### src/rtl/fpall_operand_if.sv
// Operand-stage handshake bundle: upstream request side, FP-core head side, occupancy.
// The master drives requests and out_ready; the slave is the operand queue.
interface fpall_operand_if #(
  parameter int DEPTH = 2
);
  localparam int CW = $clog2(DEPTH) + 1;

  logic          flush;
  logic          in_valid;
  logic          in_ready;
  logic [1:0]    in_op;
  logic          in_fmt;
  logic [31:0]   in_a;
  logic [31:0]   in_b;
  logic          out_valid;
  logic          out_ready;
  logic [1:0]    out_op;
  logic          out_fmt;
  logic [31:0]   out_a;
  logic [31:0]   out_b;
  logic [7:0]    out_cls_a;
  logic [7:0]    out_cls_b;
  logic [CW-1:0] count;

  modport master (
    output flush, in_valid, in_op, in_fmt, in_a, in_b, out_ready,
    input  in_ready, out_valid, out_op, out_fmt, out_a, out_b,
           out_cls_a, out_cls_b, count
  );

  modport slave (
    input  flush, in_valid, in_op, in_fmt, in_a, in_b, out_ready,
    output in_ready, out_valid, out_op, out_fmt, out_a, out_b,
           out_cls_a, out_cls_b, count
  );
endinterface

### src/rtl/fpall_operand_stage.sv
// FP operand queue: classifies operands on push and stores the class flags with each entry,
// presenting the head entry to the FP core. DEPTH must be a power of two >= 2.
module fpall_operand_stage #(
  parameter int DEPTH = 2
) (
  input logic           clk,
  input logic           rst_n,
  fpall_operand_if.slave bus
);
  localparam int AW = $clog2(DEPTH);
  localparam int CW = AW + 1;
  localparam logic [1:0] OP_SQRT = 2'b10;

  typedef struct packed {
    logic [1:0]  op;
    logic        fmt;
    logic [31:0] a;
    logic [31:0] b;
    logic [7:0]  cls_a;
    logic [7:0]  cls_b;
  } entry_t;

  entry_t        mem [DEPTH];
  entry_t        wr_entry;
  entry_t        head;
  entry_t        hold;
  logic [AW-1:0] wr_ptr;
  logic [AW-1:0] rd_ptr;
  logic [CW-1:0] count_q;
  logic          push;
  logic          pop;

  // Nibble layout {nan, inf, sub, zero} for one exponent/fraction pair.
  function automatic logic [3:0] lane_cls(input logic [7:0] e, input logic frac_nz);
    logic e_zero;
    logic e_max;
    e_zero = (e == 8'h00);
    e_max  = (e == 8'hFF);
    return {e_max & frac_nz, e_max & ~frac_nz, e_zero & frac_nz, e_zero & ~frac_nz};
  endfunction

  function automatic logic [7:0] classify(input logic [31:0] v, input logic fmt);
    if (fmt)
      return {lane_cls(v[30:23], |v[22:16]), lane_cls(v[14:7], |v[6:0])};
    return {4'h0, lane_cls(v[30:23], |v[22:0])};
  endfunction

  assign bus.in_ready  = (count_q != CW'(DEPTH));
  assign bus.out_valid = (count_q != '0);
  assign push = bus.in_valid && bus.in_ready && !bus.flush;
  assign pop  = bus.out_valid && bus.out_ready && !bus.flush;

  always_comb begin
    wr_entry       = '0;
    wr_entry.op    = bus.in_op;
    wr_entry.fmt   = bus.in_fmt;
    wr_entry.a     = bus.in_a;
    wr_entry.cls_a = classify(bus.in_a, bus.in_fmt);
    if (bus.in_op != OP_SQRT) begin
      wr_entry.b     = bus.in_b;
      wr_entry.cls_b = classify(bus.in_b, bus.in_fmt);
    end
  end

  // While empty the outputs show the last presented head rather than stale storage.
  assign head          = bus.out_valid ? mem[rd_ptr] : hold;
  assign bus.out_op    = head.op;
  assign bus.out_fmt   = head.fmt;
  assign bus.out_a     = head.a;
  assign bus.out_b     = head.b;
  assign bus.out_cls_a = head.cls_a;
  assign bus.out_cls_b = head.cls_b;
  assign bus.count     = count_q;

  always_ff @(posedge clk or negedge rst_n) begin
    if (!rst_n) begin
      wr_ptr  <= '0;
      rd_ptr  <= '0;
      count_q <= '0;
      hold    <= '0;
      for (int i = 0; i < DEPTH; i++) mem[i] <= '0;
    end else begin
      if (bus.out_valid) hold <= mem[rd_ptr];
      if (bus.flush) begin
        wr_ptr  <= '0;
        rd_ptr  <= '0;
        count_q <= '0;
      end else begin
        if (push) begin
          mem[wr_ptr] <= wr_entry;
          wr_ptr      <= wr_ptr + AW'(1);
        end
        if (pop) rd_ptr <= rd_ptr + AW'(1);
        if (push && !pop)      count_q <= count_q + CW'(1);
        else if (pop && !push) count_q <= count_q - CW'(1);
      end
    end
  end
endmodule

### src/flat_wrapper.sv
// flat-port wrapper written by rule: the top's interface ports become plain ports
module fpall_operand_stage_flat 
#(
  parameter int DEPTH = 2
)
  (clk, rst_n, bus_flush, bus_in_valid, bus_in_op, bus_in_fmt, bus_in_a, bus_in_b, bus_out_ready, bus_in_ready, bus_out_valid, bus_out_op, bus_out_fmt, bus_out_a, bus_out_b, bus_out_cls_a, bus_out_cls_b, bus_count);
  fpall_operand_if #(.DEPTH(DEPTH)) bus_i ();
  input logic clk;
  input logic rst_n;
  input wire logic [$bits(bus_i.flush)-1:0] bus_flush;
  input wire logic [$bits(bus_i.in_valid)-1:0] bus_in_valid;
  input wire logic [$bits(bus_i.in_op)-1:0] bus_in_op;
  input wire logic [$bits(bus_i.in_fmt)-1:0] bus_in_fmt;
  input wire logic [$bits(bus_i.in_a)-1:0] bus_in_a;
  input wire logic [$bits(bus_i.in_b)-1:0] bus_in_b;
  input wire logic [$bits(bus_i.out_ready)-1:0] bus_out_ready;
  output wire logic [$bits(bus_i.in_ready)-1:0] bus_in_ready;
  output wire logic [$bits(bus_i.out_valid)-1:0] bus_out_valid;
  output wire logic [$bits(bus_i.out_op)-1:0] bus_out_op;
  output wire logic [$bits(bus_i.out_fmt)-1:0] bus_out_fmt;
  output wire logic [$bits(bus_i.out_a)-1:0] bus_out_a;
  output wire logic [$bits(bus_i.out_b)-1:0] bus_out_b;
  output wire logic [$bits(bus_i.out_cls_a)-1:0] bus_out_cls_a;
  output wire logic [$bits(bus_i.out_cls_b)-1:0] bus_out_cls_b;
  output wire logic [$bits(bus_i.count)-1:0] bus_count;
  assign bus_i.flush = bus_flush;
  assign bus_i.in_valid = bus_in_valid;
  assign bus_i.in_op = bus_in_op;
  assign bus_i.in_fmt = bus_in_fmt;
  assign bus_i.in_a = bus_in_a;
  assign bus_i.in_b = bus_in_b;
  assign bus_i.out_ready = bus_out_ready;
  assign bus_in_ready = bus_i.in_ready;
  assign bus_out_valid = bus_i.out_valid;
  assign bus_out_op = bus_i.out_op;
  assign bus_out_fmt = bus_i.out_fmt;
  assign bus_out_a = bus_i.out_a;
  assign bus_out_b = bus_i.out_b;
  assign bus_out_cls_a = bus_i.out_cls_a;
  assign bus_out_cls_b = bus_i.out_cls_b;
  assign bus_count = bus_i.count;
  fpall_operand_stage #(.DEPTH(DEPTH)) u_core (.clk(clk), .rst_n(rst_n), .bus(bus_i));
endmodule
### config.mk
export PLATFORM = sky130hd
export DESIGN_NAME = fpall_operand_stage_flat
export DESIGN_NICKNAME = d
export VERILOG_FILES = /design/src/rtl/fpall_operand_if.sv /design/src/rtl/fpall_operand_stage.sv /design/src/flat_wrapper.sv
export SDC_FILE = /design/constraint.sdc
export NUM_CORES = 1
export LEC_CHECK = 0
export CORE_MARGIN = 2
export CORE_UTILIZATION = 40
export DETAILED_ROUTE_END_ITERATION = 8
export PLACE_DENSITY = 0.64
export SETUP_SLACK_MARGIN = 0.4
export SYNTH_ARGS = -nofsm -noshare
export SYNTH_HDL_FRONTEND = slang
export SYNTH_SLANG_ARGS = --single-unit
### constraint.sdc
create_clock -name clk -period 3.28 [get_ports clk]
set_input_delay 0.328 -clock clk [delete_from_list [all_inputs] [get_ports clk]]
set_output_delay 0.328 -clock clk [all_outputs]
set_load 0.01 [all_outputs]
* After elaboration in Yosys (flattened, before gate mapping)
Index checks and enable logic that the tools add are counted.
Cells by class: $add $sub $neg 4, order comparisons 3, eq/ne operators 6, mux-type cells 22, bitwise gates (word level) 33, reductions and logical operators 25
Operators with widths (count):
- 83-bit two-way mux | 5
- 166-bit bitwise mux | 1
- 83-bit demux with 1-bit select | 1
- 23-bit OR reduction | 2
- 8-bit two-way mux | 5
- 8-bit == test (second input constant) | 4
- 8-bit logical NOT | 4
- 32-bit two-way mux | 1
- 7-bit OR reduction | 4
- 1-bit AND | 24
- 1-bit logical AND | 7
- 1-bit NOT | 7
- 1-bit two-way mux | 6
- 2-bit two-way mux | 3
- 2-bit nonzero test | 3
- 2-bit greater-or-equal comparator (second input constant) | 2
- 2-bit != test (second input constant) | 2
- 1-bit NOT with 2-bit output | 2
- 1-bit logical NOT | 3
- 3-bit nonzero test | 1
- 1-bit adder (second input constant) | 2
- 2-bit by 1-bit adder with 2-bit output (second input constant) | 1
- 2-bit by 1-bit < comparator with 1-bit output (second input constant) | 1
- 2-bit AND reduction | 1
- 2-bit by 1-bit subtractor with 2-bit output (second input constant) | 1
Storage, ports and cells: register bits after elaboration 253, output and inout bits 87, logic and storage cells 114

* Longest topological paths before layout
Gate-level depths: netlist of run 1.
depth in word-level cells 8, depth in mapped cells 7, gate-level depth less buffers 4

* Least setup slack after synthesis of run 1
No wires, ideal clock.
path kind reg2out, from register u_core.count_q[1], in the netlist u_core.bus.count[1], to output port bus_out_a[0], arrival time 1.586 ns, required time 2.952 ns, setup slack 1.366 ns, stages on the path, launching flop included 7, buffers on the path 3, cell sequence dfrtp_1 -> or2_2 -> clkbuf_1 -> clkbuf_1 -> clkbuf_1 -> nor2_1 -> a21oi_1
On the way: cells in the longest elaborated chain, start to end 2
RTL lines:
- start, declared | line fpall_operand_stage.sv:29 | logic [CW-1:0] count_q;
- start signal, assigned | line fpall_operand_stage.sv:94 | if (push && !pop) count_q <= count_q + CW'(1);
- start signal, assigned | line fpall_operand_stage.sv:95 | else if (pop && !push) count_q <= count_q - CW'(1);
- 2-bit nonzero test | line fpall_operand_stage.sv:49 | assign bus.out_valid = (count_q != '0);
- 83-bit two-way mux | line fpall_operand_stage.sv:66 | assign head = bus.out_valid ? mem[rd_ptr] : hold;
- end, declared | line flat_wrapper.sv:21 | output wire logic [$bits(bus_i.out_a)-1:0] bus_out_a;
Every way passes these cells.

* Worst setup path after layout of run 1
from register u_core.count_q[1], in the netlist u_core.bus.count[1], to output port bus_out_b[10]
On the way: cells in the longest elaborated chain, start to end 2
RTL lines:
- 2-bit nonzero test | line fpall_operand_stage.sv:49
- 83-bit two-way mux | line fpall_operand_stage.sv:66
- end, declared | line flat_wrapper.sv:22 | output wire logic [$bits(bus_i.out_b)-1:0] bus_out_b;
Every way passes these cells.

==> results of run 1 <==
-- repair_timing --
| item | CTS | global route |
|---|---|---|
| gates resized for setup | 1 | 3 |
| endpoints found under the setup margin | 73 | 66 |
| hold buffers | 1 | 0 |
| endpoints found under the hold margin | 64 | 0 |
| pin swaps | 1 | 1 |
| cloned | 2 | 1 |
| setup buffers | 1 | 0 |
-- layout by cell type, fill, tap and decap left out, drive strengths merged, types with 3 or more instances in the layout --
| master | count |
|---|---|
| nand2 | 323 |
| dfrtp | 253 |
| clkdlybuf4s50 | 157 |
| nor2 | 106 |
| a21oi | 89 |
| mux2i | 84 |
| o21ai | 74 |
| clkbuf | 44 |
| buf | 26 |
| nor4 | 10 |
| nand4 | 9 |
| mux2 | 8 |
| nand3 | 8 |
| o31ai | 7 |
| bufinv | 6 |
| nor3 | 5 |
| a31oi | 5 |
| or2 | 5 |
| or4 | 5 |
| nand2b | 3 |
| and4 | 3 |
-- report_power, final --
part | internal [mW] | leakage [nW] | switching, mW
registers | 3.82 | 3.14 | 0.305
clock network | 2.20 | 0.494 | 1.24
logic | 1.02 | 2.46 | 1.07
total | 7.05 | 6.09 | 2.62
-- metrics by stage --
stage / util / cell area [um2]
2_1_floorplan: - / 10610
3_3_place_gp: 0.4838 / 12610
3_5_place_dp: 0.4838 / 12610
4_1_cts: 0.5249 / 13680
5_1_grt: 0.5253 / 13690
6_report: 0.5253 / 13690
-- state kept, by name, indices dropped and copies added (netlist names) --
| register | flops |
|---|---|
| u_core.mem | 166 |
| u_core.hold | 83 |
| u_core.bus.count | 2 |
| u_core.rd_ptr | 1 |
| u_core.wr_ptr | 1 |
-- worst register-to-register path, stage by stage (launching register included) --
cell and delay [ns]:
dfrtp_2 0.46, nand2b_1 0.33, nand4bb_4 0.44, buf_4 0.41, a22o_1 0.26
-- per-layer routing --
layer  up-vias  track usage  routed length [um]
met4         2      0.04423                 602
met1      3902       0.2677               12330
met2       195       0.3022               12350
met5         -            0                  14
met3        46      0.03660                1371
li1       3947            -                   -
-- how the worst min path moves through the flow --
stage | from | slack, ns | to
after detailed placement | rst_n | 0.33 | u_core.mem[117]$_DFFE_PN0P_
after CTS | bus_in_a[31] | 0.35 | u_core.mem[79]$_DFFE_PN0P_
after global placement | rst_n | 0.32 | u_core.hold[38]$_DFF_PN0_
after floorplan | rst_n | 0.03 | u_core.bus.count[0]$_DFFE_PN0P_
after global routing | bus_in_a[19] | 0.38 | u_core.mem[150]$_DFFE_PN0P_
final | rst_n | 0.36 | u_core.mem[118]$_DFFE_PN0P_
-- kinds of logic (layout without fill, tap and decap cells) --
group           count (synthesis)  count (layout)
simple gates                  486             489
flops                         253             253
compound gates                186             186
mux                            92              92
buf+inv                        72             236
xor+xnor                        2               2
-- layout make-up --
class / instances / share of cell area
clock buffers: 44 / 0.06078
well taps: 335 / 0.03062
inverters: 1 / 0.0002742
flip-flops and latches: 253 / 0.4629
multi-input cells: 769 / 0.2934
clock inverters: 7 / 0.01353
repair buffers: 184 / 0.1385
==> out/metrics.yaml, run 1 <==
p_leak_nw: 6.091
routed_wl_mm: 26.67
first_pass_iters: 4
synthSimpleGateAreaFrac: 0.1901
worst_pin_slew_ns: 0.7293
drc: 0
core_um2: 26060
async_reset_ff_frac: 1.000
synth_xor_area_frac: 0.001650
synthesis.area_um2: 10610
crit_arrival_ns: 2.43
synthTopCellsByCount: "nand2_1, dfrtp_1, nor2_1"
synth-seq-cells: 253
cts_inserted_buffers: 28
track_usage: 0.1891
path_cells: "or2_4 -> buf_4 -> nor2_1 -> a21oi_1 -> clkdlybuf4s50_1"
fin_crit_sh: 0.8412
tns_ns: 0
p_per_area_nw_per_um2: 705.9
rsz0062_at_grt: "yes"
yosys_warnings: 0
htreeDepth: 1
cts_sinks: 253
synthDominantCellAreaShare: 0.5965
hold_viol_final: 0
start_util: 0.4073
area_delta_synth_final_pct: 28.98
die-area_um2: 27850
whs_ns: 0.3565
fin_worst_skew_ns: 0.01637
avgSynthCellArea_um2: 9.729
clockBufferDepth: 3
min_path_type: "input pin to asynchronous set/reset pin"
cp_slowest_cell: "clkdlybuf4s50_1"
grt_pass1_wl_mm: 42.94
path_class: "flip-flop to output pin"
cp-end-kind: "output pin"
synth_area_leader_cell: "dfrtp_1"
finish.net_count: 1309
insertion_delay_ns: 0.54
crit_path_start: "u_core.bus.count[1]$_DFFE_PN0P_"
grt_antenna_before_repair: 1
fp-row-count: 59
vdd_ir_drop_max_mv: 0.5576
multiInputGateArea_um2: 4016
place_congestion: 0.7595
worst-path-max-fanout: 25
reg2reg_depth: 4
first_iter_violations: 458
cp.depth: 5
post-synth-top-count-cell: "nand2_1"
ys_types: 46
reg2reg_slack_ns: 1.26
diodes: 0
fmax_mhz: 362.4
path_buf_inv: 2
p_total_mw: 9.664
synthFlopType: "dfrtp_1"
fillCellCount: 2400
route.vias.total: 8092
cts_tree: "built"
dp_cells: 1537
synth_top_family_by_area: "simple AND/OR/NAND/NOR gates"
reg2reg_from: "u_core.bus.count[0]$_DFFE_PN0P_"
crit_family: "buffers and inverters"
fin_ws_ns: 0.5207
cap_violations: 0
synth-seq-area-share: 0.5965
grt_pass1_vias: 8011
status: "finished clean"
startpoint_type: "flip-flop"
synth-edff-count: 0
worstPathRequired_ns: 2.95
fin_crit_ns: 2.759
syn-num-nets: 1163
avgViaCountPerCell: 5.080
pin_count: 159
drive_gt1_frac: 0.07313
pre_cts_slack_ns: 0.6690
slew_viol_final: 0
seq_area_um2: 6337
netlist_instances: 1091
die_w_um: 166.9
grt_overflow: 0
die_y_um: 166.9
wl_per_cell_um: 16.74
finalSetupViolations: 0
synthAdderAreaFrac: 0
grt_max_degree: 80
cts_root_buf: "clkbuf_16"
clkSlewWorstSetupHoldPaths_ns: 0.06
synth_area_leaders: "dfrtp_1, nand2_1, mux2i_1, a21oi_1, nor2_1"
portBuffers: 158
synth_compound_area_frac: 0.09501
hpwl_mm: 17.16
maxSlewHeadroom: 0.5093
reg2reg_to: "u_core.mem[85]$_DFFE_PN0P_"
synth.mux.area_fraction: 0.08770
antenna_left: 0
cp-endpoint: "bus_out_b[10]"
slowest_delay_ns: 0.57
finalNonFillerCells: 1593
Note: power is estimated with default switching activity, not from simulation.
==> inputs of run 2 (changes only) <==
==> constraint.sdc (replaced) <==
create_clock -name clk -period 2.85 [get_ports clk]
set_input_delay 0.285 -clock clk [delete_from_list [all_inputs] [get_ports clk]]
set_output_delay 0.285 -clock clk [all_outputs]
set_load 0.01 [all_outputs]
==> run 2 against run 1 <==
Effect of this change: cell area up 0.87%; clock power up 6.4%; global-route usage down 0.20 points; critical path depth unchanged; first-iteration DRC count up 36%; combinational power up 10%; cell count up 0.56%; worst setup slack worse by 0.068 ns; hold slack better by 0.00075 ns; routed wire length down 1.8%.
==> out/metrics.yaml, run 2 (synthesized netlist as in run 1, its figures left out) <==
status: "finished clean"  # unchanged
min_path_type: "input pin to flip-flop"  # was input pin to asynchronous set/reset pin
core_um2: 26060  # unchanged
worstPathRequired_ns: 2.57  # was 2.95 ns
p_per_area_nw_per_um2: 777.0  # was 705.9 nW/um2
wl_per_cell_um: 16.34  # was 16.74 um
seq_area_um2: 6337  # unchanged
top_usage_layer: "met2"  # unchanged
comb_power_share: 0.216  # was 0.217
switchingPower_mw: 3.034  # was 2.616 mW
fmax_mhz: 417.1
htreeDepth: 1  # unchanged
grt_pass1_vias: 7967  # was 8011
maxSlewHeadroom: 0.5125  # was 0.5093
first_iter_violations: 623  # was 458
die-area_um2: 27850  # unchanged
grt_pass1_wl_mm: 42.52  # was 42.94 mm
antenna_left: 0  # unchanged
drive_gt1_frac: 0.1200  # was 0.07313
slew_viol_final: 0  # unchanged
place_congestion: 0.7680  # was 0.7595
cts_tree: "built"  # unchanged
fin_crit_ns: 2.397
worst_pin_slew_ns: 0.7313  # was 0.7293 ns
grt_overflow: 0  # unchanged
path_class: "flip-flop to output pin"  # unchanged
multiInputGateArea_um2: 4148  # was 4016 um2
cap_violations: 0  # unchanged
area_delta_synth_final_pct: 30.10  # was 28.98%
track_usage: 0.1871  # was 0.1891
finish.net_count: 1320  # was 1309
power.internal_mw: 7.695  # was 7.048 mW
clkPwrFrac: 0.342  # was 0.356
first_pass_iters: 5  # was 4
route.vias.total: 8148  # was 8092
tns_ns: 0  # unchanged
clockBufferDepth: 3  # unchanged
whs_ns: 0.3572  # was 0.3565 ns
diodes: 0  # unchanged
finalSetupViolations: 0  # unchanged
largest_register_ffs: 166  # unchanged
fp-row-count: 59  # unchanged
p_seq_frac: 0.443  # was 0.427
die_y_um: 166.9  # unchanged
groute.layer.met3.usage: 0.03137  # was 0.03660
die_w_um: 166.9  # unchanged
rsz0062_at_grt: "yes"  # unchanged
layout_common_cells: "nand2_1, dfrtp_1, nor2_1, mux2i_1, o21ai_0"  # was nand2_1, dfrtp_1, clkdlybuf4s50_1, nor2_1, a21oi_1
grt_max_degree: 100  # was 80
use_met1: 0.2624  # was 0.2677
cts_root_buf: "clkbuf_16"  # unchanged
worst-path-max-fanout: 43  # was 25
cp-end-kind: "output pin"  # unchanged
fillCellCount: 2374  # was 2400
grt_antenna_before_repair: 2  # was 1
crit_arrival_ns: 2.11  # was 2.43 ns
startpoint_type: "flip-flop"  # unchanged
cts_sinks: 253  # unchanged
power_switching_share: 0.2828  # was 0.2707
routed_wl_mm: 26.18  # was 26.67 mm
hold_viol_final: 0  # unchanged
fin_crit_sh: 0.8412
cts_inserted_buffers: 27  # was 28
mostFrequentLayoutCell: "nand2_1"  # unchanged
clkSlewWorstSetupHoldPaths_ns: 0.06  # about the same
fin_worst_skew_ns: 0.01290  # was 0.01637 ns
vdd_ir_drop_max_mv: 0.4993  # was 0.5576 mV
hpwl_mm: 17.11  # was 17.16 mm
insertion_delay_ns: 0.52  # was 0.54 ns
avgViaCountPerCell: 5.086  # was 5.080
start_util: 0.4073  # unchanged
use_met2: 0.3111  # was 0.3022
regMostFlops: "u_core.mem"  # unchanged
pin_count: 159  # unchanged
drc: 0  # unchanged
portBuffers: 158  # unchanged
p_leak_nw: 6.301  # was 6.091 nW
[run 2: cell count changes in the layout (fill, tap and decap cells not counted), sizes merged]
cell           before  now
buf                26   40
or2                 5    3
clkdlybuf4s15       0    5
dlygate4sd2         0   70
dlymetal6s2s        0    5
clkbuf             44   40
bufinv              6    4
clkdlybuf4s50     157   73
clkinv              1    8
[run 2: final cells by class]
cell class,count,area share
clock buffers,36,0.05645
well taps,335,0.03036
flip-flops and latches,253,0.4590
repair buffers,198,0.1417
multi-input cells,767,0.3004
inverters,1,0.0002718
clock inverters,12,0.01187
[run 2: layer usage]
layer  wire length (um)  up-vias
li1                   -     3960
met1              12030     3984
met2              12520      174
met3               1241       28
met4                380        2
met5                 13        -
[run 2: power by group through the flow]
stage          logic, mW  clock network [mW]  registers (mW)
6_report            2.31                3.66            4.75
5_1_grt             2.60                3.91            4.84
4_1_cts             2.30                3.76            4.74
3_5_place_dp        2.43                   0            4.81
3_3_place_gp        2.40                   0            4.79
2_1_floorplan       1.28                   0            4.71
[run 2: worst paths after layout]
check	start	endpoint	slack (ns)	cells past startpoint
hold / removal	bus_in_a[4]	u_core.mem[52]$_DFFE_PN0P_	0.36	3
hold reg to reg	u_core.mem[79]$_DFFE_PN0P_	u_core.mem[79]$_DFFE_PN0P_	0.47	2
min in group asynchronous	rst_n	u_core.hold[35]$_DFF_PN0_	0.38	2
setup / recovery	u_core.bus.count[0]$_DFFE_PN0P_	bus_out_a[17]	0.45	5
max in group asynchronous	rst_n	u_core.mem[3]$_DFFE_PN0P_	1.64	3
setup reg to reg	u_core.bus.count[0]$_DFFE_PN0P_	u_core.mem[88]$_DFFE_PN0P_	0.87	3
[run 2: per-stage QoR]
| stage | util | power (mW) | area, um2 | std cells | setup slack, ns |
|---|---|---|---|---|---|
| after floorplan | - | 5.984 | 10610 | 1091 | 0.9790 |
| after global placement | 0.4868 | 7.187 | 12680 | 1539 | 0.5355 |
| after detailed placement | 0.4868 | 7.240 | 12680 | 1539 | 0.4791 |
| after CTS | 0.5258 | 10.81 | 13700 | 1598 | 0.1892 |
| after global routing | 0.5299 | 11.36 | 13810 | 1602 | 0.3662 |
| final | 0.5299 | 10.73 | 13810 | 1602 | 0.4526 |
[run 2: critical path, cell delays in order, from the launching register on]
cell           delay (ns)
dfrtp_2              0.44
or2_4                0.30
buf_4                0.16
buf_12               0.17
a21oi_1              0.20
dlygate4sd2_1        0.29
[run 2: timing repair]
item                                   4_1_cts  5_1_grt
hold buffers                                 1        0
gates cloned                                 1        0
gates resized for setup                    100       40
setup endpoints to repair                   84       46
buffers inserted                             9        4
endpoints found under the hold margin       88        0
pin swaps                                    2        1
==> inputs of run 3 (changes only) <==
==> constraint.sdc (replaced) <==
create_clock -name clk -period 2.31 [get_ports clk]
set_input_delay 0.231 -clock clk [delete_from_list [all_inputs] [get_ports clk]]
set_output_delay 0.231 -clock clk [all_outputs]
set_load 0.01 [all_outputs]
==> run 3 against run 2 <==
Effect of this change: worst setup slack lost 0.41 ns; critical endpoint is now bus_out_b[15]; clock skew rose by 0.0016 ns; routed wire length increased by 17%; non-clock buffer count up 42.
==> out/metrics.yaml, run 3 (synthesized netlist as in run 1, its figures left out) <==
antenna_left: 0  # unchanged
startpoint_type: "flip-flop"  # unchanged
place_congestion: 0.7946  # was 0.7680
multiInputGateArea_um2: 5523  # was 4148 um2
p_seq_frac: 0.406  # was 0.443
vdd_ir_drop_max_mv: 0.6784  # was 0.4993 mV
grt_antenna_before_repair: 1  # was 2
track_usage: 0.2055  # was 0.1871
fin_crit_sh: 0.9828
first_iter_violations: 566  # was 623
path_class: "flip-flop to output pin"  # unchanged
clockBufferDepth: 3  # unchanged
slew_viol_final: 0  # unchanged
routed_wl_mm: 30.74  # was 26.18 mm
clkSlewWorstSetupHoldPaths_ns: 0.06  # about the same
finalSetupViolations: 0  # unchanged
drc: 0  # unchanged
pin_count: 159  # unchanged
cts_root_buf: "clkbuf_16"  # unchanged
avgViaCountPerCell: 5.196  # was 5.086
fin_crit_ns: 2.270
wl_per_cell_um: 18.70  # was 16.34 um
fp-row-count: 59  # unchanged
p_leak_nw: 6.834  # was 6.301 nW
insertion_delay_ns: 0.53  # was 0.52 ns
htreeDepth: 1  # unchanged
grt_pass1_wl_mm: 46.49  # was 42.52 mm
crit_arrival_ns: 2.04  # was 2.11 ns
area_delta_synth_final_pct: 49.64  # was 30.10%
worst-path-max-fanout: 8  # was 43
cts_tree: "built"  # unchanged
fmax_mhz: 440.5
seq_area_um2: 6335  # was 6337 um2
fin_ws_ns: 0.03976  # was 0.4526 ns
worst_pin_slew_ns: 0.6081  # was 0.7313 ns
die_w_um: 166.9  # unchanged
fin_worst_skew_ns: 0.01454  # was 0.01290 ns
min_path_type: "input pin to asynchronous set/reset pin"  # was input pin to flip-flop
route.vias.total: 8542  # was 8148
mostFrequentLayoutCell: "nand2_1"  # unchanged
start_util: 0.4073  # unchanged
p_per_area_nw_per_um2: 944.5  # was 777.0 nW/um2
grt_pass1_vias: 8508  # was 7967
die-area_um2: 27850  # unchanged
cp-end-kind: "output pin"  # unchanged
reg2reg_slack_ns: 0.62  # was 0.87 ns
drive_gt1_frac: 0.3170  # was 0.1200
cts_sinks: 253  # unchanged
core_um2: 26060  # unchanged
worstPathRequired_ns: 2.08  # was 2.57 ns
hold_viol_final: 0  # unchanged
cts_inserted_buffers: 27  # unchanged
power.internal_mw: 10.35  # was 7.695 mW
grt_max_degree: 79  # was 100
switchingPower_mw: 4.652  # was 3.034 mW
diodes: 0  # unchanged
portBuffers: 158  # unchanged
layout_common_cells: "nand2_1, dfrtp_1, o21ai_0, clkdlybuf4s50_1, a21oi_4"  # was nand2_1, dfrtp_1, nor2_1, mux2i_1, o21ai_0
hpwl_mm: 17.01  # was 17.11 mm
pre_cts_slack_ns: 0.1871  # was 0.4791 ns
status: "finished clean"  # unchanged
die_y_um: 166.9  # unchanged
grt_overflow: 0  # unchanged
tns_ns: 0  # unchanged
clkPwrFrac: 0.306  # was 0.342
comb_power_share: 0.287  # was 0.216
cap_violations: 0  # unchanged
first_pass_iters: 4  # was 5
power_switching_share: 0.3101  # was 0.2828
rsz0062_at_grt: "yes"  # unchanged
largest_register_ffs: 166  # unchanged
regMostFlops: "u_core.mem"  # unchanged
finish.net_count: 1361  # was 1320
fillCellCount: 2137  # was 2374
maxSlewHeadroom: 0.5909  # was 0.5125
## run 3: changes by cell type in the layout (fill, tap and decap cells not counted), moves of 10 or more
cell and change:
buf_2 +31, a21oi_1 -52, dlygate4sd2_1 -68, mux2i_1 -28, buf_16 +10, nor2_1 -69, buf_6 +58, mux2i_2 +20
nor2_4 +63, a21oi_4 +69, a21oi_2 -17
## run 3: layout make-up
| cell class | count | area share |
|---|---|---|
| flip-flops and latches | 253 | 0.3989 |
| well taps | 335 | 0.02639 |
| clock buffers | 41 | 0.05026 |
| multi-input cells | 766 | 0.3477 |
| inverters | 1 | 0.0002363 |
| clock inverters | 8 | 0.009059 |
| repair buffers | 240 | 0.1675 |
## run 3: worst paths after layout
check,from,depth (start not counted),end
max in group asynchronous,rst_n,3,u_core.hold[12]$_DFF_PN0_
hold / removal,rst_n,2,u_core.hold[35]$_DFF_PN0_
setup / recovery,u_core.bus.count[0]$_DFFE_PN0P_,6,bus_out_b[15]
setup reg to reg,u_core.bus.count[0]$_DFFE_PN0P_,6,u_core.mem[1]$_DFFE_PN0P_
hold reg to reg,u_core.mem[141]$_DFFE_PN0P_,2,u_core.mem[141]$_DFFE_PN0P_
min in group clk,bus_in_a[31],3,u_core.mem[162]$_DFFE_PN0P_
## run 3: worst max-delay path, stage by stage (launching register included)
cell and delay (ns):
dfrtp_1 0.38, or2_4 0.29, buf_4 0.19, clkbuf_16 0.19, nor2_1 0.12, a21oi_2 0.05, dlygate4sd2_1 0.29
## run 3: metal layers
layer	global-route usage	part of all wire
met5	0	0
met4	0.04498	0.018
met3	0.03945	0.048
met2	0.3326	0.49
met1	0.2891	0.44
## run 3: stage by stage
step           cell area (um2)  power, mW  hold WS, ns    util  cells
2_1_floorplan            10610      7.383     -0.06459       -   1091
3_3_place_gp             12690      8.862       0.1881  0.4869   1541
3_5_place_dp             12690      8.946       0.1877  0.4869   1541
4_1_cts                  14590      14.07       0.2294  0.5600   1613
5_1_grt                  15880      15.73       0.2512  0.6095   1644
6_report                 15880      15.00       0.2080  0.6095   1644
## run 3: what timing repair did
item | in CTS | in global routing
cloned | 6 | 9
setup endpoints to repair | 85 | 87
pin swaps | 7 | 17
setup buffers | 16 | 22
resized for setup | 432 | 316
endpoints found under the hold margin | 50 | 0
hold buffers | 1 | 0
## run 3: power groups by stage
| stage | logic (mW) | clock network, mW | registers (mW) |
|---|---|---|---|
| after detailed placement | 3.02 | 0 | 5.92 |
| after CTS | 3.44 | 4.67 | 5.96 |
| after global routing | 4.67 | 4.85 | 6.21 |
| final | 4.31 | 4.60 | 6.10 |
| after global placement | 2.98 | 0 | 5.88 |
| after floorplan | 1.57 | 0 | 5.81 |
